**src/rtl/pc_gen.sv**
```systemverilog
// pc_gen: program-counter generator for the IF stage.
// Picks the next PC from prioritised redirects (trap, return, jump, branch)
// or the sequential address. A circular return-address stack predicts
// returns. Misaligned redirect targets are turned into a trap redirect.
//
// Ports:
//   clk, rstn      clock; asynchronous active-low reset
//   we             update enable; PC and RAS hold when low
//   trap           redirect to TRAP_ADDR, flush the RAS
//   ret, ret_addr  return: pop the RAS, or use ret_addr when it is empty
//   jump, jump_addr, call   jump; call also pushes the return address
//   branch, branch_addr     taken branch
//   instr_addr     current PC (low ALIGN bits always zero)
//   misalign       one-cycle pulse: the last selected target was misaligned
//   bad_addr       raw misaligned target captured with misalign
//   ras_empty, ras_full     RAS occupancy flags
module pc_gen #(
   parameter int unsigned     XLEN       = 32,
   parameter logic [XLEN-1:0] RESET_ADDR = 32'h0100_0000,
   parameter logic [XLEN-1:0] TRAP_ADDR  = 32'h0000_0100,
   parameter int unsigned     ALIGN      = 2,
   parameter int unsigned     RAS_DEPTH  = 4
) (
   input  logic            clk,
   input  logic            rstn,
   input  logic            we,
   input  logic            trap,
   input  logic            ret,
   input  logic [XLEN-1:0] ret_addr,
   input  logic            jump,
   input  logic [XLEN-1:0] jump_addr,
   input  logic            call,
   input  logic            branch,
   input  logic [XLEN-1:0] branch_addr,
   output logic [XLEN-1:0] instr_addr,
   output logic            misalign,
   output logic [XLEN-1:0] bad_addr,
   output logic            ras_empty,
   output logic            ras_full
);

   localparam int unsigned      PW      = XLEN - ALIGN;
   localparam int unsigned      PTRW    = $clog2(RAS_DEPTH);
   localparam int unsigned      CNTW    = PTRW + 1;
   localparam logic [CNTW-1:0]  CNT_MAX = CNTW'(RAS_DEPTH);
   localparam logic [ALIGN-1:0] ZPAD    = '0;

   logic [PW-1:0]   pc_reg;
   logic [PW-1:0]   ras_mem [RAS_DEPTH];
   logic [PTRW-1:0] top;
   logic [CNTW-1:0] count;

   logic [XLEN-1:0] seq;
   logic [XLEN-1:0] tgt;
   logic [XLEN-1:0] next_pc;
   logic [PW-1:0]   ras_top;
   logic            redirect;
   logic            bad;
   logic            do_pop;
   logic            do_push;

   assign instr_addr = {pc_reg, ZPAD};
   assign ras_empty  = (count == '0);
   assign ras_full   = (count == CNT_MAX);

   always_comb begin
      seq      = instr_addr + XLEN'(4);
      ras_top  = ras_mem[top];
      do_pop   = ret & ~trap & (count != '0);
      do_push  = jump & call & ~trap & ~ret;
      tgt      = seq;
      redirect = 1'b0;
      if (trap) begin
         tgt = TRAP_ADDR;
      end else if (ret) begin
         tgt      = (count != '0) ? {ras_top, ZPAD} : ret_addr;
         redirect = 1'b1;
      end else if (jump) begin
         tgt      = jump_addr;
         redirect = 1'b1;
      end else if (branch) begin
         tgt      = branch_addr;
         redirect = 1'b1;
      end
      // Only external targets can be misaligned; RAS entries are stored
      // without the low bits, and seq/TRAP_ADDR are aligned by construction.
      bad     = redirect & (tgt[ALIGN-1:0] != '0);
      next_pc = bad ? TRAP_ADDR : tgt;
   end

   always_ff @(posedge clk or negedge rstn) begin
      if (!rstn) begin
         pc_reg   <= RESET_ADDR[XLEN-1:ALIGN];
         top      <= '0;
         count    <= '0;
         misalign <= 1'b0;
         bad_addr <= '0;
      end else begin
         misalign <= we & bad;
         if (we) begin
            pc_reg <= next_pc[XLEN-1:ALIGN];
            if (bad) begin
               bad_addr <= tgt;
            end
            if (trap) begin
               count <= '0;
            end else if (do_pop) begin
               top   <= top - 1'b1;
               count <= count - 1'b1;
            end else if (do_push) begin
               // Pointer wraps freely; when full the oldest entry is overwritten.
               top <= top + 1'b1;
               if (count != CNT_MAX) begin
                  count <= count + 1'b1;
               end
            end
         end
      end
   end

   // Stack storage carries no reset: entries are only read while count > 0.
   always_ff @(posedge clk) begin
      if (we && do_push) begin
         ras_mem[top + 1'b1] <= seq[XLEN-1:ALIGN];
      end
   end

endmodule

```
**config.mk**
```make
export PLATFORM = sky130hd
export DESIGN_NAME = pc_gen
export DESIGN_NICKNAME = d
export VERILOG_FILES = /design/src/rtl/pc_gen.sv
export SDC_FILE = /design/constraint.sdc
export NUM_CORES = 1
export LEC_CHECK = 0
export ABC_AREA = 1
export BUFFER_PORTS_ARGS = -buffer_cell sky130_fd_sc_hd__buf_2
export CAP_MARGIN = 5
export CORE_ASPECT_RATIO = 1.5
export CORE_MARGIN = 3
export CORE_UTILIZATION = 50
export CTS_BUF_LIST = sky130_fd_sc_hd__clkbuf_2
export CTS_CLUSTER_DIAMETER = 100
export DETAILED_ROUTE_END_ITERATION = 8
export PLACE_DENSITY = 0.73
export SLEW_MARGIN = 30
export SYNTH_ARGS = -nofsm -noshare
export SYNTH_HDL_FRONTEND = slang
export SYNTH_SLANG_ARGS = --single-unit
export TNS_END_PERCENT = 50
```
**constraint.sdc**
```tcl
create_clock -name clk -period 4.5 [get_ports clk]
set_clock_uncertainty 0.1 [all_clocks]
set_input_delay 1.125 -clock clk [delete_from_list [all_inputs] [get_ports clk]]
set_output_delay 1.125 -clock clk [all_outputs]
set_load 0.01 [all_outputs]
```
==> results.ini, run 1 <==
[sta]
fmax_mhz = 300
hold_viol_final = 0
worstMarginPinSlew_ns = 0.772
maxSlewHeadroom_pct = 48.5
fin_tns_setup_ns = 0
drv_slew = 0
setup_slack_ns = 1.17
period_minus_slack_ns = 3.33
rsz0062_at_grt = false
setup_viol = 0
fin_crit_sh_pct = 74.1
hold_slack_ns = 0.276

[cts]
clkLatencyLatePin_ns = 0.75
root_buffer = clkbuf_2
post_cts_buffers = 0
htree_num_levels = 4
clk_pin_slew_ns = 0.29
cts_resized = 0
cts_buffers = 17
tritoncts = done
cts_buffer_depth = 2
hold_buffers = 0
cts.sink_count = 188

[floorplan]
die_h_um = 177
io_pins = 171
coreArea_mm2 = 0.0188
die-area_mm2 = 0.0211
num_rows = 61
die_w_um = 120
start_util_pct = 51.7

[detailed_routing]
detail_route.wl_per_cell_um = 17.2
vias_per_cell = 5.42
first_pass_iters = 6
drt_iter0_drc = 744
final_antenna_net_count = 0
drc_errors = 0
drt-total-wl_um = 27300
vias = 8601

[finish]
area_growth_pct = 12.8
fill_cells = 1763
fin_cells = 1588
post-route-util_pct = 58.3
largest_reg_flops = 120
multi_input_area_mm2 = 0.00373
nNetsFinal = 1432
drive_gt1_share_pct = 18.0
register_area_mm2 = 0.00531

[setup_path]
critical_path_buf_inv_count = 1
required_ns = 3.27
crit_type = flip-flop to output port
cp_max_fo = 12
worst_setup_path_end_kind = output port
slowest_stage = nor3_4
crit_chain = nor3_4 > buf_2
critical-path-top-delay-family = simple AND/OR/NAND/NOR gates
crit_arrival_ns = 2.11
cpPeakStageDelay_ns = 0.60
crit_path_start_kind = flip-flop

[global_routing]
grt_max_degree = 66
overflow = 0
grt_pass1_vias = 8034
grt_pass1_wl_um = 42500
grt_antenna_before_repair = 1
grt.total_usage_pct = 26.0

[logic_synthesis]
yosys-top-cells-area = edfxtp_1 37%, dfrtp_1 17%, nand2_1 17%
yosysMostFrequentCell = nand2_1
syn_inst = 1174
synth_cell_types = 41
yosysTopAreaCell = edfxtp_1
seq_area_frac_synth_pct = 54.7
synth_edf_count = 120
synth_common_cells = 429 x nand2_1, 172 x nand3_1, 120 x edfxtp_1, 102 x inv_1, 67 x dfrtp_1
yosysTopAreaCellShare_pct = 37.1
netlist_area_mm2 = 0.00970
ys_ff_latch = 188
yosys_warnings = 0
ys.flop_type = edfxtp_1
syn_area_per_cell_um2 = 8.26
ys_async_sr_fraction_pct = 36.2

[place]
place.gp.congestion = 0.926
post-place-ws_ns = 1.17
port_buffers = 168
hpwl_um = 20000
dpl.cell_count = 1555

[worst_hold_path]
worst_hold_path_type = input port to asynchronous set/reset pin

[power]
p_leak_nw = 5.14
power_density_mw_per_mm2 = 452
max-vdd-ir-drop_mv = 0.224

[outcome]
outcome = complete, no violations

[run]
maxCapViolCount = 0

kinds of logic after synthesis:
kind of cell	synth area share (%)
buf+inv	6.99
xor+xnor	0.722
fa+ha+maj	0.851
flops	54.7
compound gates	6.64
simple gates	30.1
other cells	0.0386
final cells by class:
type,count,area share (%)
sequential,188,48.5
clock buffer,18,0.823
antenna,1,0.0229
multi-input combinational,823,34.1
tap,252,2.88
clock inverter,14,1.14
inverter,106,3.63
timing repair buffer,186,8.92
placed cells by master (no fill, tap or decap), types with 5 or more instances in the layout:
| cell type | instances |
|---|---|
| ha_1 | 5 |
| o21bai_1 | 9 |
| clkbuf_2 | 18 |
| inv_6 | 5 |
| inv_2 | 5 |
| dfrtp_1 | 66 |
| nor2_1 | 62 |
| o21ai_1 | 9 |
| nand3_1 | 172 |
| buf_2 | 168 |
| nor2_2 | 8 |
| buf_4 | 18 |
| and2_1 | 13 |
| inv_1 | 102 |
| nand2_1 | 429 |
| edfxtp_1 | 120 |
| a21oi_1 | 10 |
| o21ai_0 | 58 |
| a31oi_1 | 18 |
per-stage QoR:
| step | total power, mW | area [um2] |
|---|---|---|
| after detailed placement | 4.18 | 10700 |
| after global routing | 5.29 | 10900 |
| after CTS | 4.96 | 10900 |
| after global placement | 4.16 | 10700 |
| after floorplan | 3.47 | 9710 |
| final | 4.95 | 10900 |
worst paths after layout:
kind,startpoint,slack (ns),cells past startpoint,end
max,count[1],1.17,2,ras_empty
min,rstn,0.28,1,bad_addr[3]
max reg2reg,count[0],1.84,9,count[2]
min reg2reg,bad_addr[15],0.42,2,bad_addr[15]
max in group asynchronous,rstn,3.01,2,pc_reg[22]
min in group clk,bad_addr[15],0.42,2,bad_addr[15]
power by group:
group	switching [mW]	leakage, nW	internal [mW]
Combinational	1.31	3.01	0.597
Sequential	0.179	1.99	2.07
Clock	0.617	0.143	0.176
Total	2.10	5.14	2.85
routing by layer:
metal	vias to the layer above	GRT usage, %	wire length, um
li1	4139	-	-
met1	3976	34.8	10700
met2	411	43.1	13400
met3	75	3.58	2150
met4	0	10.4	1050
met5	-	0	0
Power figures use the tool's default switching activity.
==> inputs of run 2 (changes only) <==
--- a/config.mk
+++ b/config.mk
@@ -5,7 +5,7 @@
 export SDC_FILE = /design/constraint.sdc
 export NUM_CORES = 1
 export LEC_CHECK = 0
-export ABC_AREA = 1
+export ABC_AREA = 0
 export BUFFER_PORTS_ARGS = -buffer_cell sky130_fd_sc_hd__buf_2
 export CAP_MARGIN = 5
 export CORE_ASPECT_RATIO = 1.5
==> constraint.sdc (replaced) <==
create_clock -name clk -period 3.1 [get_ports clk]
set_clock_uncertainty 0.1 [all_clocks]
set_input_delay 0.775 -clock clk [delete_from_list [all_inputs] [get_ports clk]]
set_output_delay 0.775 -clock clk [all_outputs]
set_load 0.01 [all_outputs]
==> results.ini, run 2 <==
[finish]
mostFrequentLayoutCells = 168 x buf_2, 120 x edfxtp_1, 74 x nand2_1
drive_gt1_share_pct = 34.4
mostFrequentLayoutCell = buf_2
nNetsFinal = 1011
area_growth_pct = 16.6
largest_reg_flops = 120
fin_cells = 1128

[run]
maxCapViolCount = 0

[place]
post-place-ws_ns = 0.337
place.gp.congestion = 0.848
dpl.cell_count = 1094
hpwl_um = 18500
port_buffers = 168

[detailed_routing]
final_antenna_net_count = 0
first_pass_iters = 8
detail_route.wl_per_cell_um = 23.2
drc_errors = 0
vias_per_cell = 6.19
vias = 6977
drt-total-wl_um = 26100
drt_iter0_drc = 606

[sta]
setup_viol = 0
drv_slew = 0
fin_tns_setup_ns = 0
setup_slack_ns = 0.160
maxSlewHeadroom_pct = 49.3
hold_viol_final = 0
period_minus_slack_ns = 2.94
worstMarginPinSlew_ns = 0.754
fin_crit_sh_pct = 94.8
fmax_mhz = 340
rsz0062_at_grt = false

[floorplan]
die_h_um = 171
die_w_um = 116
num_rows = 59
coreArea_mm2 = 0.0176
start_util_pct = 51.5
die-area_mm2 = 0.0198
io_pins = 171

[setup_path]
crit_path_start_kind = flip-flop
r2r_cells = 6
worst_setup_path_end_kind = output port
rrSetupSlack_ns = 0.46
r2r-end = ras_mem[1][26]
reg2reg_from = pc_reg[0]
crit_arrival_ns = 2.06
crit_type = flip-flop to output port
cp_max_fo = 15
required_ns = 2.22

[cts]
post_cts_buffers = 0
tritoncts = done
cts_buffer_depth = 2
clk_pin_slew_ns = 0.25
root_buffer = clkbuf_2
cts.sink_count = 188
htree_num_levels = 4
clkLatencyLatePin_ns = 0.79
cts_buffers = 17

[global_routing]
grt_max_degree = 69
grt_pass1_vias = 6858
overflow = 0
grt.total_usage_pct = 26.9
grt_pass1_wl_um = 39200
grt_antenna_before_repair = 1

[power]
internal_power_mw = 4.48
p_sw_share_pct = 37.8
p_leak_nw = 4.24
seq_power_share_pct = 47.2
power_density_mw_per_mm2 = 681
max-vdd-ir-drop_mv = 0.331
combPwrFrac_pct = 36.8
p_sw_mw = 2.72
clockPowerShare_pct = 16.0

[logic_synthesis]
yosys_warnings = 0
ys_async_sr_fraction_pct = 36.2
yosysTopAreaCellShare_pct = 39.8
yosysMostFrequentCell = edfxtp_1
yosys-top-cells-area = edfxtp_1 40%, dfrtp_1 19%, mux4_2 7.5%
syn_inst = 723
synth_edf_count = 120
yosysTopAreaCell = edfxtp_1
synth_common_cells = 120 x edfxtp_1, 74 x nand2_1, 67 x dfrtp_1, 35 x o22ai_1
synth_cell_types = 73
syn_area_per_cell_um2 = 12.5
ys_ff_latch = 188
netlist_area_mm2 = 0.00905
seq_area_frac_synth_pct = 58.6
ys.flop_type = edfxtp_1

[worst_hold_path]
worstHoldEndpoint = bad_addr[0]
worst_hold_path_type = input port to flip-flop
min-delay-start = ret_addr[0]
whs_path_depth = 3

[outcome]
outcome = complete, no violations

==> run 2: kinds of logic after synthesis <==
kind of cell / Yosys count / synth area share [%]
and+or+nand+nor: 197 / 11.8
DFF: 188 / 58.6
AOI/OAI and AO/OA: 183 / 13.9
buffers and inverters: 86 / 3.87
muxes: 43 / 8.98
xor gates and xnor gates: 19 / 1.84
adders and majority gates: 6 / 0.912
other: 1 / 0.0414
==> run 2: through the flow <==
stage	total power [mW]	hold WS (ns)	util [%]	instance area (um2)
floorplan	5.05	0.379	-	9060
global placement	6.03	0.359	58.8	10300
finish	7.19	0.244	60.1	10600
global route	7.61	0.157	60.1	10600
detailed placement	6.07	0.365	58.8	10300
CTS	7.21	0.159	60.0	10500
==> run 2: area by class of cell <==
cell class / count / area (um2)
clock buffers: 18 / 90.1
clock inverters: 14 / 121
repair buffers: 209 / 1230
well taps: 213 / 267
inverters: 35 / 136
fillers: 1448 / 7010
multi-input cells: 450 / 3400
diodes: 1 / 2.50
flip-flops and latches: 188 / 5310
==> run 2: repair_timing <==
action                                  4_1_cts  5_1_grt
hold endpoints to repair                     67        0
hold buffers                                  1        0
resized for setup                             1        4
pin swaps                                     0        0
endpoints found under the setup margin        1        1
==> run 2: how the worst max path moves through the flow <==
stage / start / to / slack, ns / depth (start not counted)
2_1_floorplan: trap / ras_mem[0][0] / 0.49 / 4
3_3_place_gp: branch / pc_reg[17] / 0.46 / 7
3_5_place_dp: branch / pc_reg[26] / 0.34 / 7
4_1_cts: count[1] / ras_empty / 0.05 / 3
5_1_grt: count[1] / ras_empty / 0.02 / 3
6_report: count[1] / ras_empty / 0.16 / 3
==> run 2: power groups by stage <==
| stage | combinational [mW] | sequential, mW | clock, mW |
|---|---|---|---|
| finish | 2.65 | 3.40 | 1.15 |
| global route | 2.89 | 3.44 | 1.28 |
| CTS | 2.65 | 3.39 | 1.17 |
| detailed placement | 2.63 | 3.44 | 0 |
| global placement | 2.59 | 3.43 | 0 |
| floorplan | 1.58 | 3.47 | 0 |
==> run 2: layer usage <==
| layer | part of all wire [%] | routed length, um | GRT usage, % |
|---|---|---|---|
| met5 | 0 | 0 | 0 |
| met4 | 3.8 | 980 | 12.3 |
| met3 | 7.4 | 1940 | 5.02 |
| met2 | 51 | 13300 | 44.9 |
| met1 | 38 | 9920 | 33.9 |
==> run 2: worst max-delay path: stages (launching register included) <==
cell and delay [ns]:
dfrtp_2 0.50, or3_1 0.44, clkinv_4 0.18, buf_2 0.16
==> inputs of run 3 (changes only) <==
--- a/config.mk
+++ b/config.mk
@@ -5,16 +5,15 @@
 export SDC_FILE = /design/constraint.sdc
 export NUM_CORES = 1
 export LEC_CHECK = 0
-export ABC_AREA = 0
+export ABC_AREA = 1
 export BUFFER_PORTS_ARGS = -buffer_cell sky130_fd_sc_hd__buf_2
 export CAP_MARGIN = 5
 export CORE_ASPECT_RATIO = 1.5
 export CORE_MARGIN = 3
-export CORE_UTILIZATION = 50
+export CORE_UTILIZATION = 30
 export CTS_BUF_LIST = sky130_fd_sc_hd__clkbuf_2
 export CTS_CLUSTER_DIAMETER = 100
 export DETAILED_ROUTE_END_ITERATION = 8
-export PLACE_DENSITY = 0.73
 export SLEW_MARGIN = 30
 export SYNTH_ARGS = -nofsm -noshare
 export SYNTH_HDL_FRONTEND = slang
==> results.ini, run 3 (same netlist as run 1, synthesis figures left out) <==
[setup_path]
r2r_cells = 9
crit_chain = nor3_4 > buf_8 > buf_2
cpPeakStageDelay_ns = 0.52
required_ns = 2.22
crit_arrival_ns = 2.05
worstSetupStartpoint = count[1]
crit_path_start_kind = flip-flop
critical-path-top-delay-family = flip-flops
crit_type = flip-flop to output port
worst_setup_path_end_kind = output port
rrSetupSlack_ns = 0.80
slowest_stage = dfrtp_1
critical_path_buf_inv_count = 2
reg2reg_from = pc_reg[0]
cp_max_fo = 24
r2r-end = pc_reg[10]

[power]
max-vdd-ir-drop_mv = 0.216
p_leak_nw = 5.20
p_total_mw = 7.46
power_density_mw_per_mm2 = 659

[finish]
nNetsFinal = 1441
largest_reg_flops = 120
fin_cells = 1755
mostFrequentLayoutCell = nand2_1
area_growth_pct = 16.6
drive_gt1_share_pct = 18.4
mostFrequentLayoutCells = 429 x nand2_1, 172 x nand3_1, 167 x buf_2

[detailed_routing]
detail_route.wl_per_cell_um = 17.9
drt-total-wl_um = 31300
drc_errors = 0
drt_iter0_drc = 672
final_antenna_net_count = 0
vias_per_cell = 4.85
first_pass_iters = 5
vias = 8519

[floorplan]
io_pins = 171
die_h_um = 226
start_util_pct = 30.5
num_rows = 80
coreArea_mm2 = 0.0318
die_w_um = 153
die-area_mm2 = 0.0346

[place]
port_buffers = 168
dpl.cell_count = 1721
hpwl_um = 23400
place.gp.congestion = 0.890

[worst_hold_path]
whs_path_depth = 5
min-delay-start = branch_addr[18]
worstHoldEndpoint = pc_reg[16]
worst_hold_path_type = input port to flip-flop

[cts]
clkLatencyLatePin_ns = 0.82
cts_buffer_depth = 2
cts.sink_count = 188
tritoncts = done
htree_num_levels = 4
clk_pin_slew_ns = 0.29
cts_buffers = 17
root_buffer = clkbuf_2

[sta]
drv_slew = 0
fin_crit_sh_pct = 94.5
period_minus_slack_ns = 2.93
rsz0062_at_grt = false
fin_tns_setup_ns = 0
hold_viol_final = 0
worstMarginPinSlew_ns = 0.726
maxSlewHeadroom_pct = 51.6
setup_viol = 0
fmax_mhz = 341

[global_routing]
grt_pass1_vias = 8453
grt_pass1_wl_um = 47300
grt_max_degree = 66
grt.total_usage_pct = 17.7
overflow = 0
grt_antenna_before_repair = 1

[run]
maxCapViolCount = 0

[outcome]
outcome = complete, no violations

run 3: cell types whose count changed in the layout (fill, tap and decap cells not counted), moves of 30 or more:
| cell | delta |
|---|---|
| inv_1 | +70 |
| nand3_1 | +143 |
| nand2_1 | +355 |
| mux4_2 | -30 |
| nor2_1 | +49 |
| o22ai_1 | -34 |
run 3: cell type report:
class,instances,area [um2]
fill,3340,20500
sequential,188,5310
multi-input combinational,823,3730
timing repair buffer,195,1120
tap,410,513
inverter,106,398
clock inverter,14,156
clock buffer,18,90.1
antenna,1,2.50
run 3: metal layers:
layer	wire, um	global-route usage [%]
met2	16200	32.2
met5	0	0
met1	12700	20.9
met4	1040	7.02
met3	1440	3.00
run 3: what timing repair did:
action	in CTS	in global routing
setup endpoints to repair	1	1
cloned	0	0
setup buffers	0	0
hold buffers	1	0
hold endpoints to repair	31	0
gates resized for setup	1	1
run 3: power by group:
group	switching, mW	leakage [nW]	internal, mW
registers	0.290	1.99	3.01
logic	1.96	3.07	0.915
clock network	0.899	0.142	0.391
run 3: worst max-delay path by stage:
stage,endpoint,slack (ns),cells after the start
floorplan,ras_mem[0][0],-0.16,5
global placement,bad_addr[29],0.60,10
detailed placement,bad_addr[26],0.57,10
CTS,ras_empty,0.07,3
global route,ras_empty,0.02,3
finish,ras_empty,0.17,3
run 3: metrics by stage:
stage | utilization [%] | hold slack [ns] | area (um2) | worst slack [ns]
after floorplan | - | 0.379 | 9710 | -0.156
after global placement | 34.7 | 0.367 | 11100 | 0.601
after detailed placement | 34.7 | 0.362 | 11100 | 0.569
after CTS | 35.5 | 0.0997 | 11300 | 0.0655
after global routing | 35.6 | 0.112 | 11300 | 0.0163
final | 35.6 | 0.186 | 11300 | 0.170
run 3: worst register-to-register path, stage by stage (launching register included):
cell and delay, ns:
dfrtp_1 0.53, ha_1 0.21, nand2_1 0.08, nor2_2 0.24, nand3_1 0.23, xnor2_1 0.49
nand2_1 0.15, nand2_1 0.11, nand3_1 0.08, nand2_1 0.09
